==> src/rtl/rsa_pkg.sv <==
// Shared definitions for the RSA modular-exponentiation encrypt slice.
// Holds the default width, the FSM encoding and the multiplier counter width.
package rsa_pkg;

  localparam int RSA_W  = 32;
  localparam int RSA_CW = $clog2(RSA_W + 1);

  typedef enum logic [2:0] {
    ST_IDLE,
    ST_CHECK,
    ST_MUL,
    ST_SQR,
    ST_DONE
  } state_t;

endpackage

==> src/rtl/rsa_modexp_enc_if.sv <==
// Request/result bundle between the key stage, the controller and the encryptor.
// The master drives the operands and start; the slave returns the cipher status.
interface rsa_modexp_enc_if
  import rsa_pkg::*;
#(
  parameter int W = RSA_W
);

  logic         start;
  logic [W-1:0] exp_in;
  logic [W-1:0] mod_in;
  logic [W-1:0] msg_in;
  logic [W-1:0] cipher;
  logic         busy;
  logic         done;
  logic         err;

  modport master (
    output start,
    output exp_in,
    output mod_in,
    output msg_in,
    input  cipher,
    input  busy,
    input  done,
    input  err
  );

  modport slave (
    input  start,
    input  exp_in,
    input  mod_in,
    input  msg_in,
    output cipher,
    output busy,
    output done,
    output err
  );

endinterface

==> src/rtl/rsa_mod_mult.sv <==
// Bit-serial interleaved modular multiplier, MSB first.
// One load cycle plus W iterations; done pulses with p = a*b mod n.
module rsa_mod_mult
  import rsa_pkg::*;
#(
  parameter int W = RSA_W
) (
  input  logic         clk,
  input  logic         rst,
  input  logic         start,
  input  logic [W-1:0] a,
  input  logic [W-1:0] b,
  input  logic [W-1:0] n,
  output logic         done,
  output logic [W-1:0] p
);

  localparam int CW = $clog2(W + 1);

  logic [W-1:0]  a_q;
  logic [W-1:0]  b_q;
  logic [W-1:0]  n_q;
  logic [W+1:0]  acc;
  logic [CW-1:0] cnt;
  logic          run;
  logic          done_q;

  logic [W+1:0] n_ext;
  logic [W+1:0] t0;
  logic [W+1:0] t1;
  logic [W+1:0] t2;

  // acc < n and b < n keep 2*acc + b below 3n, so two subtractions suffice
  always_comb begin
    n_ext = {2'b00, n_q};
    t0    = (acc << 1) + (a_q[W-1] ? {2'b00, b_q} : '0);
    t1    = (t0 >= n_ext) ? t0 - n_ext : t0;
    t2    = (t1 >= n_ext) ? t1 - n_ext : t1;
  end

  always_ff @(posedge clk or posedge rst) begin
    if (rst) begin
      a_q    <= '0;
      b_q    <= '0;
      n_q    <= '0;
      acc    <= '0;
      cnt    <= '0;
      run    <= 1'b0;
      done_q <= 1'b0;
    end else begin
      done_q <= 1'b0;
      if (start) begin
        a_q <= a;
        b_q <= b;
        n_q <= n;
        acc <= '0;
        cnt <= CW'(W);
        run <= 1'b1;
      end else if (run) begin
        acc <= t2;
        a_q <= a_q << 1;
        cnt <= cnt - 1'b1;
        if (cnt == CW'(1)) begin
          run    <= 1'b0;
          done_q <= 1'b1;
        end
      end
    end
  end

  assign done = done_q;
  assign p    = acc[W-1:0];

endmodule

==> src/rtl/rsa_modexp_enc.sv <==
// Right-to-left square-and-multiply encryptor: cipher = msg^e mod n.
// Optional operand check enabled by RSA_OPERAND_CHECK_EN.
module rsa_modexp_enc
  import rsa_pkg::*;
#(
  parameter int W = RSA_W
) (
  input  logic              clk,
  input  logic              rst,
  rsa_modexp_enc_if.slave   bus
);

  state_t state;
  state_t state_d;

  logic [W-1:0] e_q;
  logic [W-1:0] n_q;
  logic [W-1:0] b_q;
  logic [W-1:0] r_q;
  logic [W-1:0] cipher_q;
  logic [W-1:0] mm_a;
  logic [W-1:0] mm_p;
  logic         busy_q;
  logic         done_q;
  logic         issued_q;
  logic         fail_q;
  logic         mm_start;
  logic         mm_done;
  logic         chk_fail;
  logic         last_bit;

  assign last_bit = (e_q[W-1:1] == '0);

`ifdef RSA_OPERAND_CHECK_EN
  logic err_q;

  assign chk_fail = (n_q < W'(2)) || (b_q >= n_q);
  assign bus.err  = err_q;

  always_ff @(posedge clk or posedge rst) begin
    if (rst) begin
      err_q <= 1'b0;
    end else if (state == ST_IDLE && bus.start) begin
      err_q <= 1'b0;
    end else if (state == ST_DONE) begin
      err_q <= fail_q;
    end
  end
`else
  assign chk_fail = 1'b0;
  assign bus.err  = 1'b0;
`endif

  rsa_mod_mult #(.W(W)) u_mult (
    .clk   (clk),
    .rst   (rst),
    .start (mm_start),
    .a     (mm_a),
    .b     (b_q),
    .n     (n_q),
    .done  (mm_done),
    .p     (mm_p)
  );

  always_ff @(posedge clk or posedge rst) begin
    if (rst) begin
      state <= ST_IDLE;
    end else begin
      state <= state_d;
    end
  end

  // the multiplier is launched once on the first cycle of MUL/SQR
  always_comb begin
    state_d  = state;
    mm_start = 1'b0;
    mm_a     = r_q;
    unique case (state)
      ST_IDLE: begin
        if (bus.start) state_d = ST_CHECK;
      end
      ST_CHECK: begin
        if (chk_fail || e_q == '0) state_d = ST_DONE;
        else if (e_q[0])           state_d = ST_MUL;
        else                       state_d = ST_SQR;
      end
      ST_MUL: begin
        mm_start = !issued_q;
        if (mm_done) state_d = ST_SQR;
      end
      ST_SQR: begin
        mm_a = b_q;
        if (last_bit) begin
          state_d = ST_DONE;
        end else begin
          mm_start = !issued_q;
          if (mm_done) state_d = ST_CHECK;
        end
      end
      ST_DONE: begin
        state_d = ST_IDLE;
      end
      default: begin
        state_d = ST_IDLE;
      end
    endcase
  end

  always_ff @(posedge clk or posedge rst) begin
    if (rst) begin
      e_q      <= '0;
      n_q      <= '0;
      b_q      <= '0;
      r_q      <= '0;
      cipher_q <= '0;
      busy_q   <= 1'b0;
      done_q   <= 1'b0;
      issued_q <= 1'b0;
      fail_q   <= 1'b0;
    end else begin
      done_q <= 1'b0;
      case (state)
        ST_IDLE: begin
          if (bus.start) begin
            e_q      <= bus.exp_in;
            n_q      <= bus.mod_in;
            b_q      <= bus.msg_in;
            r_q      <= W'(1);
            busy_q   <= 1'b1;
            issued_q <= 1'b0;
            fail_q   <= 1'b0;
          end
        end
        ST_CHECK: begin
          fail_q <= chk_fail;
          if (e_q == '0) r_q <= (n_q == W'(1)) ? '0 : W'(1);
        end
        ST_MUL: begin
          if (mm_start) issued_q <= 1'b1;
          if (mm_done) begin
            r_q      <= mm_p;
            issued_q <= 1'b0;
          end
        end
        ST_SQR: begin
          if (mm_start) issued_q <= 1'b1;
          if (mm_done) begin
            b_q      <= mm_p;
            e_q      <= e_q >> 1;
            issued_q <= 1'b0;
          end
        end
        ST_DONE: begin
          cipher_q <= fail_q ? '0 : r_q;
          done_q   <= 1'b1;
          busy_q   <= 1'b0;
        end
        default: begin
          busy_q <= 1'b0;
        end
      endcase
    end
  end

  assign bus.cipher = cipher_q;
  assign bus.busy   = busy_q;
  assign bus.done   = done_q;

endmodule

==> src/flat_wrapper.sv <==
// flat-port wrapper written by rule: the top's interface ports become plain ports
module rsa_modexp_enc_flat import rsa_pkg::*;
#(
  parameter int W = RSA_W
)
  (clk, rst, bus_start, bus_exp_in, bus_mod_in, bus_msg_in, bus_cipher, bus_busy, bus_done, bus_err);
  rsa_modexp_enc_if #(.W(W)) bus_i ();
  input  logic clk;
  input  logic rst;
  input wire logic [$bits(bus_i.start)-1:0] bus_start;
  input wire logic [$bits(bus_i.exp_in)-1:0] bus_exp_in;
  input wire logic [$bits(bus_i.mod_in)-1:0] bus_mod_in;
  input wire logic [$bits(bus_i.msg_in)-1:0] bus_msg_in;
  output wire logic [$bits(bus_i.cipher)-1:0] bus_cipher;
  output wire logic [$bits(bus_i.busy)-1:0] bus_busy;
  output wire logic [$bits(bus_i.done)-1:0] bus_done;
  output wire logic [$bits(bus_i.err)-1:0] bus_err;
  assign bus_i.start = bus_start;
  assign bus_i.exp_in = bus_exp_in;
  assign bus_i.mod_in = bus_mod_in;
  assign bus_i.msg_in = bus_msg_in;
  assign bus_cipher = bus_i.cipher;
  assign bus_busy = bus_i.busy;
  assign bus_done = bus_i.done;
  assign bus_err = bus_i.err;
  rsa_modexp_enc #(.W(W)) u_core (.clk(clk), .rst(rst), .bus(bus_i));
endmodule
==> config.mk <==
export PLATFORM = sky130hd
export DESIGN_NAME = rsa_modexp_enc_flat
export DESIGN_NICKNAME = d
export VERILOG_FILES = /design/src/rtl/rsa_pkg.sv /design/src/rtl/rsa_modexp_enc_if.sv /design/src/rtl/rsa_mod_mult.sv /design/src/rtl/rsa_modexp_enc.sv /design/src/flat_wrapper.sv
export SDC_FILE = /design/constraint.sdc
export NUM_CORES = 1
export LEC_CHECK = 0
export ABC_AREA = 1
export BUFFER_PORTS_ARGS = -buffer_cell sky130_fd_sc_hd__buf_2
export CAP_MARGIN = 30
export CORE_UTILIZATION = 30
export CTS_CLUSTER_DIAMETER = 50
export DETAILED_ROUTE_END_ITERATION = 10
export PLACE_DENSITY = 0.5
export SYNTH_ARGS = -nofsm -noshare
export SYNTH_HDL_FRONTEND = slang
export SYNTH_SLANG_ARGS = --single-unit
==> constraint.sdc <==
create_clock -name clk -period 10.8 [get_ports clk]
set_input_delay 3.24 -clock clk [delete_from_list [all_inputs] [get_ports clk]]
set_output_delay 3.24 -clock clk [all_outputs]
set_load 0.01 [all_outputs]
==> run metrics <==
status=complete, no violations; Metal-1 WL=around 32,000 microns; hpwl dp=approximately 52,000 microns; normalized max-slew margin=0.403; vias per inst=between 4 and 5; Synth Area per Inst=around 7 sq um; RSZ-0062 raised after global routing=no; vias in the first global route=around 18,000; clock tree buffer depth=3; worst min path class=flop to flop; DR top layer=met4; drt pass-1 iters=5; ys async rst share=1.00; Max Fclk=~0.12 GHz; die footprint=roughly 67,000 sq um; MaxCap Viol Count=0; critical path required time=between 10 and 15 ns; synth top area cells=dfrtp_1 38%, nand2_1 18%, inv_1 6.3%; Chip Width=~260 microns; die height=approximately 260 microns; critical path arrival=roughly 8.9 ns; Synth Instances=2,776; nets=between 3,000 and 4,000; # Post-CTS Setup Buffers=0; Ports=approximately 130; critical path's largest stage delay=around 0.53 ns; Reg clk slew, reported paths=around 0.06 ns; Worst Clk Skew=0.0204 ns; Synth cell types=49; dominant cell type by area after synthesis=dfrtp_1; met3 WL=2710 microns; Post-synth top flop=dfrtp_1; Clock Latency Late Sink=about 0.58 ns; Ys Warns=0; synthesized cell area=19,800 sq um; Synth top area share=0.384; fill cell count=around 7,000; EDFF count, synth=0; CTS resizes=0; crit-path most repeated cell=nand2_1; initial DRC count=~1,200; routed via count=18,200; clk sinks=303; CP Class=flop to flop; core area=about 65,000 sq um; CTS Buf Count=43; Total Routing Usage GR=0.200; dpl cells=approximately 3,700; Syn Nets=around 3,000; #FFs+latches synth=~300; CP max-delay cell=dfrtp_1; number of placement rows=just over 90; metal2 WL=29,200 microns; first-pass GRT wire length=approximately 100,000 microns; ratio of cells with drive above 1 in the final layout=0.0978; crit-path max FO=36; Final min period=8.41 ns; Seq/Total Area, Yosys=0.384; Clock Tree Root=clkbuf_16; hold_buf cts=0; antenna violations before repair=0; wire per inst=between 15 and 20 microns; # setup viols final=0; Initial Util=0.305; Hold Vio Cnt, Final=0; IO Port Bufs=around 130; period utilization=0.779; total grt overflow=0; number of remaining DRC errors=0; final instance area=22,800 sq um; Placed Area=~21,000 sq um; CTS tree=built; largest net degree at the start of global routing=161; GP Congestion=slightly below 1; final wirelength=about 66,000 microns; H-tree depth=2; final hold slack=0.475 ns; slew of the pin with the lowest slew margin=between 0.8 and 0.9 ns; Final ANT Viol Nets=0; endpoint class of the critical path=flop; Setup TNS=0 ns; Area Overhead vs Synth=15.4%; antenna cell count=0; fin. max-slew vios=0; Finished Layout Cells=around 3,800; Setup crit start kind=flop
-- cell usage after synthesis (all sizes together) (2+ instances only) --
| master | n |
|---|---|
| xnor2 | 48 |
| a221oi | 2 |
| a21o | 9 |
| dfrtp | 303 |
| or2 | 4 |
| mux2 | 29 |
| nor3b | 2 |
| nand3 | 176 |
| o21bai | 17 |
| inv | 340 |
| clkbuf | 72 |
| a21oi | 115 |
| clkinv | 2 |
| nand2 | 938 |
| fa | 3 |
| nor4 | 21 |
| nor2 | 171 |
| a31oi | 33 |
| ha | 97 |
| nor3 | 22 |
| o211ai | 47 |
| nand4 | 17 |
| and3 | 2 |
| buf | 33 |
| o21ai | 205 |
| nand3b | 24 |
| xor2 | 33 |
-- cell type report --
| cell class | count | area, sq um | share of cell area |
|---|---|---|---|
| Clock buffer | 55 | 1180 | 0.0518 |
| Tap cell | 855 | 1070 | 0.0469 |
| Inverter | 342 | 1290 | 0.0565 |
| Timing Repair Buffer | 154 | 896 | 0.0393 |
| Multi-Input combinational cell | 2026 | 10500 | 0.460 |
| Clock inverter | 23 | 287 | 0.0126 |
| Sequential cell | 303 | 7580 | 0.333 |
-- layout by cell type (no fill, tap or decap), types with 5 or more instances in the layout --
| master | synthesis | final |
|---|---|---|
| a21o_1 | 9 | 9 |
| a21oi_1 | 114 | 114 |
| a31oi_1 | 33 | 33 |
| buf_2 | 19 | 132 |
| buf_4 | 1 | 17 |
| clkbuf_1 | 72 | 6 |
| clkbuf_16 | 0 | 43 |
| clkbuf_8 | 0 | 6 |
| clkinv_2 | 0 | 7 |
| clkinvlp_4 | 0 | 5 |
| dfrtp_1 | 303 | 303 |
| ha_1 | 97 | 97 |
| inv_1 | 334 | 333 |
| inv_2 | 6 | 6 |
| inv_6 | 0 | 5 |
| mux2_2 | 29 | 29 |
| nand2_1 | 934 | 932 |
| nand2_2 | 4 | 5 |
| nand3_1 | 175 | 174 |
| nand3b_1 | 24 | 24 |
| nand4_1 | 16 | 16 |
| nor2_1 | 169 | 163 |
| nor3_1 | 22 | 22 |
| nor4_1 | 21 | 21 |
| o211ai_1 | 47 | 47 |
| o21ai_0 | 204 | 204 |
| o21bai_1 | 17 | 17 |
| xnor2_1 | 48 | 48 |
| xor2_1 | 33 | 33 |
-- flip-flops by register name (all words and copies together) (netlist names) --
signal	count
u_core.bus.busy	1
u_core.n_q	32
u_core.u_mult.run	1
u_core.u_mult.b_q	32
u_core.u_mult.done	1
u_core.u_mult.acc	33
u_core.e_q	32
u_core.u_mult.n_q	32
u_core.state	3
u_core.bus.cipher	32
u_core.bus.done	1
u_core.b_q	32
u_core.u_mult.a_q	32
u_core.u_mult.cnt	6
u_core.r_q	32
u_core.issued_q	1
-- routing by layer --
metal	global-route usage	up-vias
li1	-	9151
met5	0	-
met1	0.283	8628
met4	0.0623	0
met2	0.315	379
met3	0.0243	91
-- cell families (layout without fill, tap and decap cells) --
family                     count (synthesis)  after routing  share of synthesized area
AOI/OAI and AO/OA                        436            436                      0.124
xor gates and xnor gates                  81             81                     0.0359
adders and majority gates                100            100                     0.0645
buffers and inverters                    447            574                     0.0875
DFF                                      303            303                      0.384
muxes                                     30             30                     0.0170
other                                      1              1                   0.000190
and+or+nand+nor                         1378           1378                      0.287
-- path summary, 6_finish.rpt --
check / end / depth (start not counted) / start / slack, ns
max in group asynchronous: u_core.u_mult.n_q[21] / 4 / rst / 6.63
min in group asynchronous: u_core.e_q[19] / 3 / rst / 2.87
worst max register to register: u_core.u_mult.acc[16] / 41 / u_core.u_mult.a_q[31] / 2.39
worst max-delay path: u_core.u_mult.acc[16] / 41 / u_core.u_mult.a_q[31] / 2.39
worst min register to register: u_core.bus.cipher[16] / 2 / u_core.bus.cipher[16] / 0.48
worst min-delay path: u_core.bus.cipher[16] / 2 / u_core.bus.cipher[16] / 0.48
-- worst max-delay path: cells and delay by family (launching register included) --
family,cells,cell delay (ns)
adders and majority gates,5,1.58
AOI/OAI and AO/OA,7,1.28
xor gates and xnor gates,1,0.53
DFF,1,0.53
and+or+nand+nor,23,3.32
buffers and inverters,5,0.99
-- stage by stage --
stage | worst slack, ns | util
floorplan | 3.53 | -
global placement | 2.43 | 0.329
detailed placement | 2.29 | 0.329
CTS | 2.24 | 0.352
global route | 1.73 | 0.352
finish | 2.39 | 0.352
Power is left out: the tool's default activity adds up to more than one toggle a clock period on the data nets, which glitch-free logic cannot reach.
